<file path="src/rtl/hazard_pkg.sv">
// -----------------------------------------------------------------------------
// hazard_pkg
// Shared definitions for the EX-stage forwarding / hazard control slice.
//   RD_W         : register index width carried in a stage entry
//   FWD_*        : operand-mux select codes (shared with the datapath mux)
//   stage_t      : per-stage destination info tracked by the shadow pipeline
//   STAGE_EMPTY  : cleared entry, also used as the bubble pattern
// -----------------------------------------------------------------------------
package hazard_pkg;

    localparam int RD_W = 5;

    localparam logic [1:0] FWD_REGFILE = 2'b00;
    localparam logic [1:0] FWD_MEMWB   = 2'b01;
    localparam logic [1:0] FWD_EXMEM   = 2'b10;

    typedef struct packed {
        logic            valid;
        logic [RD_W-1:0] rd;
        logic            reg_write;
        logic            mem_read;
    } stage_t;

    localparam stage_t STAGE_EMPTY = '0;

endpackage

</file>
<file path="src/rtl/forward_hazard_ctrl_forward_select.sv">
// -----------------------------------------------------------------------------
// forward_select
// Per-operand priority comparator, purely combinational.
//   mem_stage : entry currently in MEM (EX/MEM register producer)
//   wb_stage  : entry currently in WB  (MEM/WB register producer)
//   rs        : source register of the instruction in EX
//   sel       : FWD_EXMEM if MEM produces rs, else FWD_MEMWB if WB does,
//               else FWD_REGFILE. x0 never matches.
// -----------------------------------------------------------------------------
module forward_select
    import hazard_pkg::*;
(
    input  stage_t          mem_stage,
    input  stage_t          wb_stage,
    input  logic [RD_W-1:0] rs,
    output logic [1:0]      sel
);

    logic mem_hit;
    logic wb_hit;

    assign mem_hit = mem_stage.valid && mem_stage.reg_write &&
                     (mem_stage.rd != '0) && (mem_stage.rd == rs);
    assign wb_hit  = wb_stage.valid && wb_stage.reg_write &&
                     (wb_stage.rd != '0) && (wb_stage.rd == rs);

    // Load flags are irrelevant to forwarding once the load has left EX.
    logic unused_mem_read;
    assign unused_mem_read = &{1'b0, mem_stage.mem_read, wb_stage.mem_read};

    // Youngest producer wins.
    always_comb begin
        sel = FWD_REGFILE;
        if (mem_hit) begin
            sel = FWD_EXMEM;
        end else if (wb_hit) begin
            sel = FWD_MEMWB;
        end
    end

endmodule

</file>
<file path="src/rtl/forward_hazard_ctrl.sv">
// -----------------------------------------------------------------------------
// forward_hazard_ctrl
// Control side of the EX-stage 3-input operand forwarding mux. Keeps a shadow
// copy of destination info for EX, MEM and WB, and derives forwarding
// selects, load-use stall and taken-branch flush combinationally from it.
//
// Ports:
//   clk, rst            : clock, asynchronous active-high reset
//   id_valid            : ID holds a real instruction
//   id_rs1/id_rs2/id_rd : ID register indices
//   id_reg_write        : ID instruction writes rd
//   id_mem_read         : ID instruction is a load
//   ex_branch_taken     : branch/jump in EX resolved taken
//   forward_a/forward_b : operand A/B mux selects (00 rf, 01 MEM/WB, 10 EX/MEM)
//   stall               : hold PC and IF/ID, bubble into ID/EX
//   flush               : squash IF/ID and ID/EX
//
// Optional build macro HAZARD_STATS_EN adds stall_count / flush_count
// (STAT_W bits, saturating) counting cycles with stall / flush asserted.
//
// REG_ADDR_W must match hazard_pkg::RD_W, which sizes the stage entries.
// -----------------------------------------------------------------------------
module forward_hazard_ctrl
    import hazard_pkg::*;
#(
    parameter int REG_ADDR_W = 5
`ifdef HAZARD_STATS_EN
    ,
    parameter int STAT_W = 32
`endif
) (
    input  logic                  clk,
    input  logic                  rst,
    input  logic                  id_valid,
    input  logic [REG_ADDR_W-1:0] id_rs1,
    input  logic [REG_ADDR_W-1:0] id_rs2,
    input  logic [REG_ADDR_W-1:0] id_rd,
    input  logic                  id_reg_write,
    input  logic                  id_mem_read,
    input  logic                  ex_branch_taken,
`ifdef HAZARD_STATS_EN
    output logic [STAT_W-1:0]     stall_count,
    output logic [STAT_W-1:0]     flush_count,
`endif
    output logic [1:0]            forward_a,
    output logic [1:0]            forward_b,
    output logic                  stall,
    output logic                  flush
);

    stage_t                ex_reg, mem_reg, wb_reg;
    stage_t                ex_next;
    logic [REG_ADDR_W-1:0] ex_rs_reg  [2];
    logic [REG_ADDR_W-1:0] ex_rs_next [2];
    logic [1:0]            fwd_sel    [2];
    logic                  load_use;

    // ---------------- hazard detection ----------------
    assign flush    = ex_branch_taken && ex_reg.valid;
    assign load_use = ex_reg.valid && ex_reg.mem_read && (ex_reg.rd != '0) &&
                      id_valid && ((ex_reg.rd == id_rs1) || (ex_reg.rd == id_rs2));
    // A flush squashes the dependent instruction anyway, so it wins.
    assign stall    = load_use && !flush;

    // ---------------- EX entry selection ----------------
    always_comb begin
        ex_next       = STAGE_EMPTY;
        ex_rs_next[0] = '0;
        ex_rs_next[1] = '0;
        if (!stall && !flush) begin
            ex_next.valid     = id_valid;
            ex_next.rd        = id_rd;
            ex_next.reg_write = id_reg_write;
            ex_next.mem_read  = id_mem_read;
            ex_rs_next[0]     = id_rs1;
            ex_rs_next[1]     = id_rs2;
        end
    end

    // ---------------- shadow pipeline ----------------
    always_ff @(posedge clk or posedge rst) begin
        if (rst) begin
            ex_reg       <= STAGE_EMPTY;
            mem_reg      <= STAGE_EMPTY;
            wb_reg       <= STAGE_EMPTY;
            ex_rs_reg[0] <= '0;
            ex_rs_reg[1] <= '0;
        end else begin
            ex_reg       <= ex_next;
            mem_reg      <= ex_reg;
            wb_reg       <= mem_reg;
            ex_rs_reg[0] <= ex_rs_next[0];
            ex_rs_reg[1] <= ex_rs_next[1];
        end
    end

    // ---------------- forwarding selects (0 = rs1, 1 = rs2) ----------------
    generate
        for (genvar gi = 0; gi < 2; gi++) begin : g_fwd
            forward_select u_forward_select (
                .mem_stage (mem_reg),
                .wb_stage  (wb_reg),
                .rs        (ex_rs_reg[gi]),
                .sel       (fwd_sel[gi])
            );
        end
    endgenerate

    assign forward_a = fwd_sel[0];
    assign forward_b = fwd_sel[1];

`ifdef HAZARD_STATS_EN
    // ---------------- saturating event counters ----------------
    logic [STAT_W-1:0] stall_count_reg;
    logic [STAT_W-1:0] flush_count_reg;

    always_ff @(posedge clk or posedge rst) begin
        if (rst) begin
            stall_count_reg <= '0;
            flush_count_reg <= '0;
        end else begin
            if (stall && (stall_count_reg != '1)) begin
                stall_count_reg <= stall_count_reg + 1'b1;
            end
            if (flush && (flush_count_reg != '1)) begin
                flush_count_reg <= flush_count_reg + 1'b1;
            end
        end
    end

    assign stall_count = stall_count_reg;
    assign flush_count = flush_count_reg;
`endif

endmodule
</file>
<file path="config.mk">
export PLATFORM = sky130hd
export DESIGN_NAME = forward_hazard_ctrl
export DESIGN_NICKNAME = d
export VERILOG_FILES = /design/src/rtl/hazard_pkg.sv /design/src/rtl/forward_hazard_ctrl_forward_select.sv /design/src/rtl/forward_hazard_ctrl.sv
export SDC_FILE = /design/constraint.sdc
export NUM_CORES = 1
export LEC_CHECK = 0
export ABC_AREA = 0
export BUFFER_PORTS_ARGS = -buffer_cell sky130_fd_sc_hd__buf_2
export CORE_ASPECT_RATIO = 1.75
export CORE_MARGIN = 3
export CORE_UTILIZATION = 53
export CTS_CLUSTER_SIZE = 30
export DETAILED_ROUTE_END_ITERATION = 16
export PLACE_DENSITY = 0.74
export SLEW_MARGIN = 20
export SYNTH_ARGS = -nofsm -noshare
export SYNTH_HDL_FRONTEND = slang
export SYNTH_SLANG_ARGS = --single-unit
export TNS_END_PERCENT = 10
</file>
<file path="constraint.sdc">
create_clock -name clk -period 1.9 [get_ports clk]
set_input_delay 0 -clock clk [delete_from_list [all_inputs] [get_ports clk]]
set_output_delay 0 -clock clk [all_outputs]
set_load 0.02 [all_outputs]
</file>
==> load_flow_metrics.sql, run 1 <==
INSERT INTO impl_metrics (metric_group, metric, value, unit) VALUES
('place', 'final_gp_congestion', '0.9228', ''),
('clock_network', 'clock_sink_count', '32', ''),
('yosys', 'synth_simple_gate_area_share', '13.34', '%'),
('route', 'antenna_left', '0', ''),
('power', 'power_per_cell_area', '804.6', 'mW/mm²'),
('critical_path', 'critical-path-top-delay-family', 'simple AND/OR/NAND/NOR gates', ''),
('place', 'dp_hpwl', '2.000', 'mm'),
('critical_path', 'critPathKind', 'register to primary output', ''),
('critical_path', 'reg2reg_to', 'ex_reg[2]', ''),
('critical_path', 'worstSetupStartpointType', 'register', ''),
('timing', 'post-route-worst-setup-slack', '-0.003807', 'ns'),
('timing', 'grt_setup_unrepaired', 'yes', ''),
('route', 'drt-vias-per-instance', '5.540', ''),
('yosys', 'synth_top_family_by_area', 'XOR/XNOR gates', ''),
('layout', 'finish.utilization', '77.98', '%'),
('yosys', 'post_synth_main_area_contributors', 'sky130_fd_sc_hd__dfrtp_1 57%, sky130_fd_sc_hd__xnor2_1 9.9%, sky130_fd_sc_hd__xor2_1 8.7%', ''),
('critical_path', 'worstPathBufferInverterCount', '1', ''),
('run_status', 'status', 'finished, violations left', ''),
('floorplanning', 'floorplan.initialDensity', '56.15', '%'),
('route', 'highest_layer', 'met4', ''),
('floorplanning', 'dieWidth', '45.08', 'µm'),
('timing', 'setup_viol', '1', ''),
('timing', 'holdWs', '0.3419', 'ns'),
('layout', 'area_taken_by_flip_flops_and_latches', '800.8', 'µm²'),
('yosys', 'synth.ff_latch_count', '32', ''),
('floorplanning', 'placementRows', '24', ''),
('power', 'pwr-share-seq', '49.1', '%'),
('timing', 'skew', '0.005305', 'ns'),
('grt', 'maximum_number_of_pins_on_one_net_before_global_route_repair', '33', ''),
('floorplanning', 'die_height', '74.39', 'µm'),
('timing', 'timing.fmax', '525.3', 'MHz'),
('floorplanning', 'coreArea', '0.002522', 'mm²'),
('critical_path', 'cp_cell_sequence', 'or4_4, o211ai_4, nor4_2, nor4_2, buf_4', ''),
('timing', 'final-hold-violation-count', '0', ''),
('grt', 'grt.total_usage', '24.18', '%'),
('clock_network', 'tritoncts', 'yes', ''),
('yosys', 'netlist-cell-type-count', '19', ''),
('timing', 'tightest_slew', '0.5627', 'ns'),
('floorplanning', 'design.portCount', '27', ''),
('run_status', 'failed_checks', 'negative setup slack', ''),
('critical_path', 'worst-r2r-cell-count', '5', ''),
('yosys', 'post_synth_mux_area_share', '0', '%'),
('grt', 'first_global_vias', '1294', ''),
('critical_path', 'cp_data_required_time', '1.90', 'ns'),
('power', 'p_leak', '0.0009342', 'µW'),
('clock_network', 'cts.clk_slew.worst_paths', '0.06', 'ns'),
('timing', 'final_max_slew_viol_count', '0', ''),
('critical_path', 'worst_path_max_delay_cell', 'sky130_fd_sc_hd__or4_4', ''),
('route', 'routed_wire_length', '3.259', 'mm'),
('critical_path', 'r2r_setup_slack', '0.36', 'ns'),
('route', 'met2_wirelength', '1.888', 'mm'),
('yosys', 'syn_area', '0.001416', 'mm²'),
('yosys', 'synth_top_area_share', '56.54', '%'),
('clock_network', 'cts_made_buffers', '5', ''),
('power', 'fraction_of_power_spent_switching_nets', '25.12', '%'),
('clock_network', 'h-tree-depth', '2', ''),
('yosys', 'synth_compound_area_share', '9.011', '%'),
('critical_path', 'regToRegStartpoint', 'ex_reg[6]', ''),
('yosys', 'synthCells', '128', ''),
('place', 'portBuffers', '26', ''),
('yosys', 'postSynthNetCount', '149', ''),
('route', 'met3RoutedLength', '180', 'µm'),
('layout', 'antennaDiodeCount', '0', ''),
('layout', 'multi_input_area', '631.9', 'µm²'),
('yosys', 'synthXorXnorAreaFrac', '18.55', '%'),
('yosys', 'sequential_area_share_after_synthesis', '56.54', '%'),
('timing', 'final_min_period_over_clock_period', '100.2', '%'),
('worst_hold_path', 'hold_path.class', 'input port to asynchronous set/reset pin', ''),
('power', 'cell_internal_pwr', '1185', 'µW'),
('yosys', 'ys_warn_count', '0', ''),
('layout', 'n_fill_cell', '153', '');
-- per-layer routing --
metal	vias to the layer above	GRT usage, %
li1	541	-
met1	563	22.38
met2	49	43.06
met3	16	6.780
met4	0	16.94
met5	-	0
-- worst max-delay path by stage --
stage / from / endpoint / slack [ns] / depth (start not counted)
floorplan: mem_reg[2] / forward_a[0] / 0.20 / 4
global placement: mem_reg[2] / forward_a[0] / 0.26 / 5
detailed placement: mem_reg[2] / forward_b[0] / 0.19 / 5
CTS: wb_reg[6] / forward_b[0] / -0.04 / 5
global route: wb_reg[6] / forward_b[0] / -0.1 / 5
finish: mem_reg[4] / forward_b[0] / -0.004 / 5
-- area by class of cell --
type                       count  share of cell area [%]
multi-input combinational     89                   32.12
clock buffer                   7                   4.898
sequential                    32                   40.71
timing repair buffer          55                   20.23
tap                           26                   1.654
inverter                       2                  0.3817
-- per-stage QoR --
stage / power [µW] / setup WS, ns / cell area, µm² / std cells / TNS [ns]
6_report: 1582 / -0.003807 / 1967 / 211 / -0.003807
5_1_grt: 1665 / -0.09542 / 1967 / 211 / -0.1452
4_1_cts: 1596 / -0.04430 / 1957 / 211 / -0.05889
3_5_place_dp: 979.3 / 0.1940 / 1580 / 179 / 0
3_3_place_gp: 971.9 / 0.2625 / 1580 / 179 / 0
2_1_floorplan: 912.0 / 0.2028 / 1416 / 128 / 0
-- cell families (layout without fill, tap and decap cells) --
| logic type | Yosys count | count (layout) |
|---|---|---|
| buffers and inverters | 7 | 64 |
| DFF | 32 | 32 |
| xor gates and xnor gates | 30 | 30 |
| and+or+nand+nor | 37 | 37 |
| AOI/OAI and AO/OA | 22 | 22 |
-- power by group through the flow --
| stage | combinational [µW] | clock (µW) | sequential (µW) |
|---|---|---|---|
| 6_report | 261 | 545 | 777 |
| 5_1_grt | 289 | 592 | 783 |
| 4_1_cts | 254 | 566 | 776 |
| 3_5_place_dp | 186 | 0 | 794 |
| 3_3_place_gp | 179 | 0 | 792 |
| 2_1_floorplan | 132 | 0 | 780 |
-- cells in the mapped netlist --
cell,number
sky130_fd_sc_hd__dfrtp_1,32
sky130_fd_sc_hd__nand2_1,21
sky130_fd_sc_hd__a21oi_1,19
sky130_fd_sc_hd__xnor2_1,16
sky130_fd_sc_hd__xor2_1,14
sky130_fd_sc_hd__nand3_1,5
sky130_fd_sc_hd__or4_1,4
sky130_fd_sc_hd__buf_2,2
sky130_fd_sc_hd__buf_4,2
sky130_fd_sc_hd__inv_1,2
sky130_fd_sc_hd__nor4_1,2
sky130_fd_sc_hd__nor4_2,2
sky130_fd_sc_hd__and3b_1,1
sky130_fd_sc_hd__clkbuf_1,1
sky130_fd_sc_hd__nor2_1,1
sky130_fd_sc_hd__nor3_1,1
sky130_fd_sc_hd__o211ai_1,1
sky130_fd_sc_hd__o211ai_2,1
sky130_fd_sc_hd__o22ai_2,1
-- what timing repair did --
action                                 CTS  global route
pin swaps                                5             2
gates resized for setup                  7             3
hold buffers                            19             0
setup buffers                            6             0
endpoints found under the hold margin   50             0
setup endpoints to repair                3             3
-- cells in the final DEF, fill, tap and decap left out, types with 3 or more instances in the layout --
cell	count
sky130_fd_sc_hd__dfrtp_1	32
sky130_fd_sc_hd__buf_4	11
sky130_fd_sc_hd__buf_2	25
sky130_fd_sc_hd__dlygate4sd3_1	19
sky130_fd_sc_hd__nand2_1	21
sky130_fd_sc_hd__nor4_2	3
sky130_fd_sc_hd__xnor2_1	16
sky130_fd_sc_hd__clkbuf_8	7
sky130_fd_sc_hd__nand3_1	5
sky130_fd_sc_hd__a21oi_1	18
sky130_fd_sc_hd__xor2_1	14
sky130_fd_sc_hd__or4_4	3
-- tightest hold or removal path: stages --
cell	delay [ns]
sky130_fd_sc_hd__dlygate4sd3_1	0.53
sky130_fd_sc_hd__buf_2	0.12
sky130_fd_sc_hd__inv_1	0.04
sky130_fd_sc_hd__buf_4	0.34
(Power assumes the default switching activity.)
==> run 2: changes to the inputs <==
--- a/config.mk
+++ b/config.mk
@@ -13,7 +13,6 @@
 export CTS_CLUSTER_SIZE = 30
 export DETAILED_ROUTE_END_ITERATION = 16
 export PLACE_DENSITY = 0.74
-export SLEW_MARGIN = 20
 export SYNTH_ARGS = -nofsm -noshare
 export SYNTH_HDL_FRONTEND = slang
 export SYNTH_SLANG_ARGS = --single-unit
==> constraint.sdc (replaced) <==
create_clock -name clk -period 1.9 [get_ports clk]
set_input_delay 0 -clock clk [delete_from_list [all_inputs] [get_ports clk]]
set_output_delay 0 -clock clk [all_outputs]
set_load 0.1 [all_outputs]
==> load_flow_metrics.sql, run 2 (synthesized netlist as in run 1, its figures left out) <==
INSERT INTO impl_metrics (metric_group, metric, value, unit) VALUES
('floorplanning', 'placementRows', '24', ''),
('timing', 'skew', '0.004891', 'ns'),
('floorplanning', 'coreArea', '0.002522', 'mm²'),
('layout', 'most_common_cell_after_layout_fill_and_taps_aside', 'sky130_fd_sc_hd__dfrtp_1', ''),
('critical_path', 'worst_setup_path_end_kind', 'primary output', ''),
('clock_network', 'cts.clk_slew.worst_paths', '0.06', 'ns'),
('layout', 'layout.cells.most_common_list', '32 x sky130_fd_sc_hd__dfrtp_1, 21 x sky130_fd_sc_hd__nand2_1, 21 x sky130_fd_sc_hd__buf_2', ''),
('timing', 'final_min_period_over_clock_period', '107.2', '%'),
('grt', 'grt.total_usage', '25.37', '%'),
('run', 'maxCapViolations', '0', ''),
('route', 'drt_iter0_markers', '49', ''),
('timing', 'setup_viol', '4', ''),
('place', 'dp_worst_setup_slack', '0.1636', 'ns'),
('place', 'place.detailed.instances', '181', ''),
('route', 'post_drt_wl_per_cell', '17.40', 'µm'),
('route', 'vias', '1170', ''),
('clock_network', 'tritoncts', 'yes', ''),
('layout', 'synthToLayoutAreaGrowth', '39.75', '%'),
('timing', 'holdWs', '0.3420', 'ns'),
('place', 'portBuffers', '26', ''),
('clock_network', 'clock_sink_count', '32', ''),
('clock_network', 'ctsRootBufferMaster', 'sky130_fd_sc_hd__clkbuf_8', ''),
('timing', 'tightest_slew', '0.5913', 'ns'),
('timing', 'post-route-worst-setup-slack', '-0.1360', 'ns'),
('layout', 'antennaDiodeCount', '0', ''),
('layout', 'largest_register_ffs', '10', ''),
('floorplanning', 'floorplan.initialDensity', '56.15', '%'),
('layout', 'area_taken_by_flip_flops_and_latches', '800.8', 'µm²'),
('place', 'postPlaceCellArea', '0.001695', 'mm²'),
('clock_network', 'cts_buffer_depth', '2', ''),
('grt', 'wire_length_of_the_first_global_routing_pass', '5.802', 'mm'),
('timing', 'final-hold-violation-count', '0', ''),
('critical_path', 'timing.critical_path.fanout_max', '4', ''),
('timing', 'grt_setup_unrepaired', 'yes', ''),
('timing', 'final_max_slew_viol_count', '0', ''),
('grt', 'maximum_number_of_pins_on_one_net_before_global_route_repair', '33', ''),
('grt', 'initial_antenna_violation_count', '0', ''),
('timing', 'timing.fmax', '491.2', 'MHz'),
('place', 'dp_hpwl', '2.277', 'mm'),
('layout', 'finish.utilization', '78.47', '%'),
('layout', 'n_fill_cell', '132', ''),
('power', 'peakVddDrop', '0.5671', 'mV'),
('route', 'drt_pass1_iterations', '4', ''),
('route', 'drt-vias-per-instance', '5.652', ''),
('clock_network', 'cts_made_buffers', '5', ''),
('power', 'p_leak', '0.0009159', 'µW'),
('place', 'final_gp_congestion', '1.011', ''),
('floorplanning', 'die_height', '74.39', 'µm'),
('run_status', 'status', 'finished, violations left', ''),
('clock_network', 'cts_setup_buffers', '0', ''),
('layout', 'design.final.nets', '202', ''),
('layout', 'multi_input_area', '620.6', 'µm²'),
('clock_network', 'h-tree-depth', '2', ''),
('clock_network', 'clock_insertion_delay_worst_skew', '0.28', 'ns'),
('timing', 'max-slew-margin-rel', '60.48', '%'),
('layout', 'final_cell_area', '0.001979', 'mm²'),
('worst_hold_path', 'hold_path.class', 'input port to asynchronous set/reset pin', ''),
('run_status', 'failed_checks', 'negative setup slack', ''),
('route', 'antenna_left', '0', ''),
('grt', 'grt_overflow_total', '0', ''),
('critical_path', 'worst-endpoint-arrival', '2.04', 'ns'),
('power', 'power_per_cell_area', '769.1', 'mW/mm²'),
('layout', 'final_layout_size_suffix_gt1_share', '25.97', '%'),
('critical_path', 'worstSetupStartpointType', 'register', ''),
('layout', 'post_layout_nonfiller_instances', '207', ''),
('floorplanning', 'dieWidth', '45.08', 'µm'),
('critical_path', 'critPathKind', 'register to primary output', ''),
('floorplanning', 'die_area', '0.003353', 'mm²'),
('floorplanning', 'design.portCount', '27', ''),
('timing', 'fin_crit', '2.036', 'ns'),
('route', 'post-route-drc-count', '0', ''),
('grt', 'first_global_vias', '1283', ''),
('route', 'routed_wire_length', '3.602', 'mm'),
('critical_path', 'cp_data_required_time', '1.90', 'ns');
## run 2: cell count changes in the layout (fill, tap and decap cells not counted), sizes merged
cell and change:
clkinv +1, clkbuf -1, buf -4
## run 2: critical path, stage by stage (launching register included)
cell	delay, ns
sky130_fd_sc_hd__dfrtp_1	0.44
sky130_fd_sc_hd__or4_1	0.53
sky130_fd_sc_hd__o211ai_2	0.25
sky130_fd_sc_hd__nor4_2	0.12
sky130_fd_sc_hd__nor4_4	0.20
sky130_fd_sc_hd__buf_12	0.21
## run 2: worst paths after layout
check / startpoint / endpoint / slack [ns] / cells past startpoint
worst max-delay path: mem_reg[3] / forward_a[0] / -0.14 / 5
worst min-delay path: rst / ex_reg[1] / 0.34 / 4
worst max register to register: ex_reg[2] / ex_reg[2] / 0.49 / 4
worst min register to register: ex_reg[1] / mem_reg[1] / 0.35 / 0
max in group asynchronous: rst / wb_reg[4] / 1.28 / 4
min in group clk: ex_reg[1] / mem_reg[1] / 0.35 / 0
## run 2: power by group
part	internal, µW	switching [µW]	leakage (µW)
Sequential	730	54.7	0.000390
Clock	248	230	0.0000410
Combinational	123	136	0.000485
## run 2: cell type report
type	instances	share of cell area, %
repair buffers	51	22.25
flip-flops and latches	32	40.46
well taps	26	1.643
clock buffers	6	3.666
multi-input cells	89	31.35
inverters	2	0.3793
clock inverters	1	0.2528
## run 2: through the flow
step / total power, µW / TNS [ns]
3_5_place_dp: 1012 / 0
2_1_floorplan: 934.2 / -0.5840
3_3_place_gp: 1003 / 0
5_1_grt: 1587 / -0.4260
6_report: 1522 / -0.3296
4_1_cts: 1518 / -0.2293
## run 2: what timing repair did
action                     in CTS  in global routing
hold buffers                   19                  0
hold endpoints to repair       50                  0
setup endpoints to repair       4                  4
resized for setup               3                  0
pin swaps                       1                  0
## run 2: layer usage
metal | share of wire, % | vias up | GRT usage [%]
met1 | 32 | 562 | 24.19
met5 | 0 | - | 0
li1 | - | 534 | -
met2 | 57 | 51 | 44.64
met3 | 3.7 | 23 | 5.569
met4 | 7.4 | 0 | 19.54
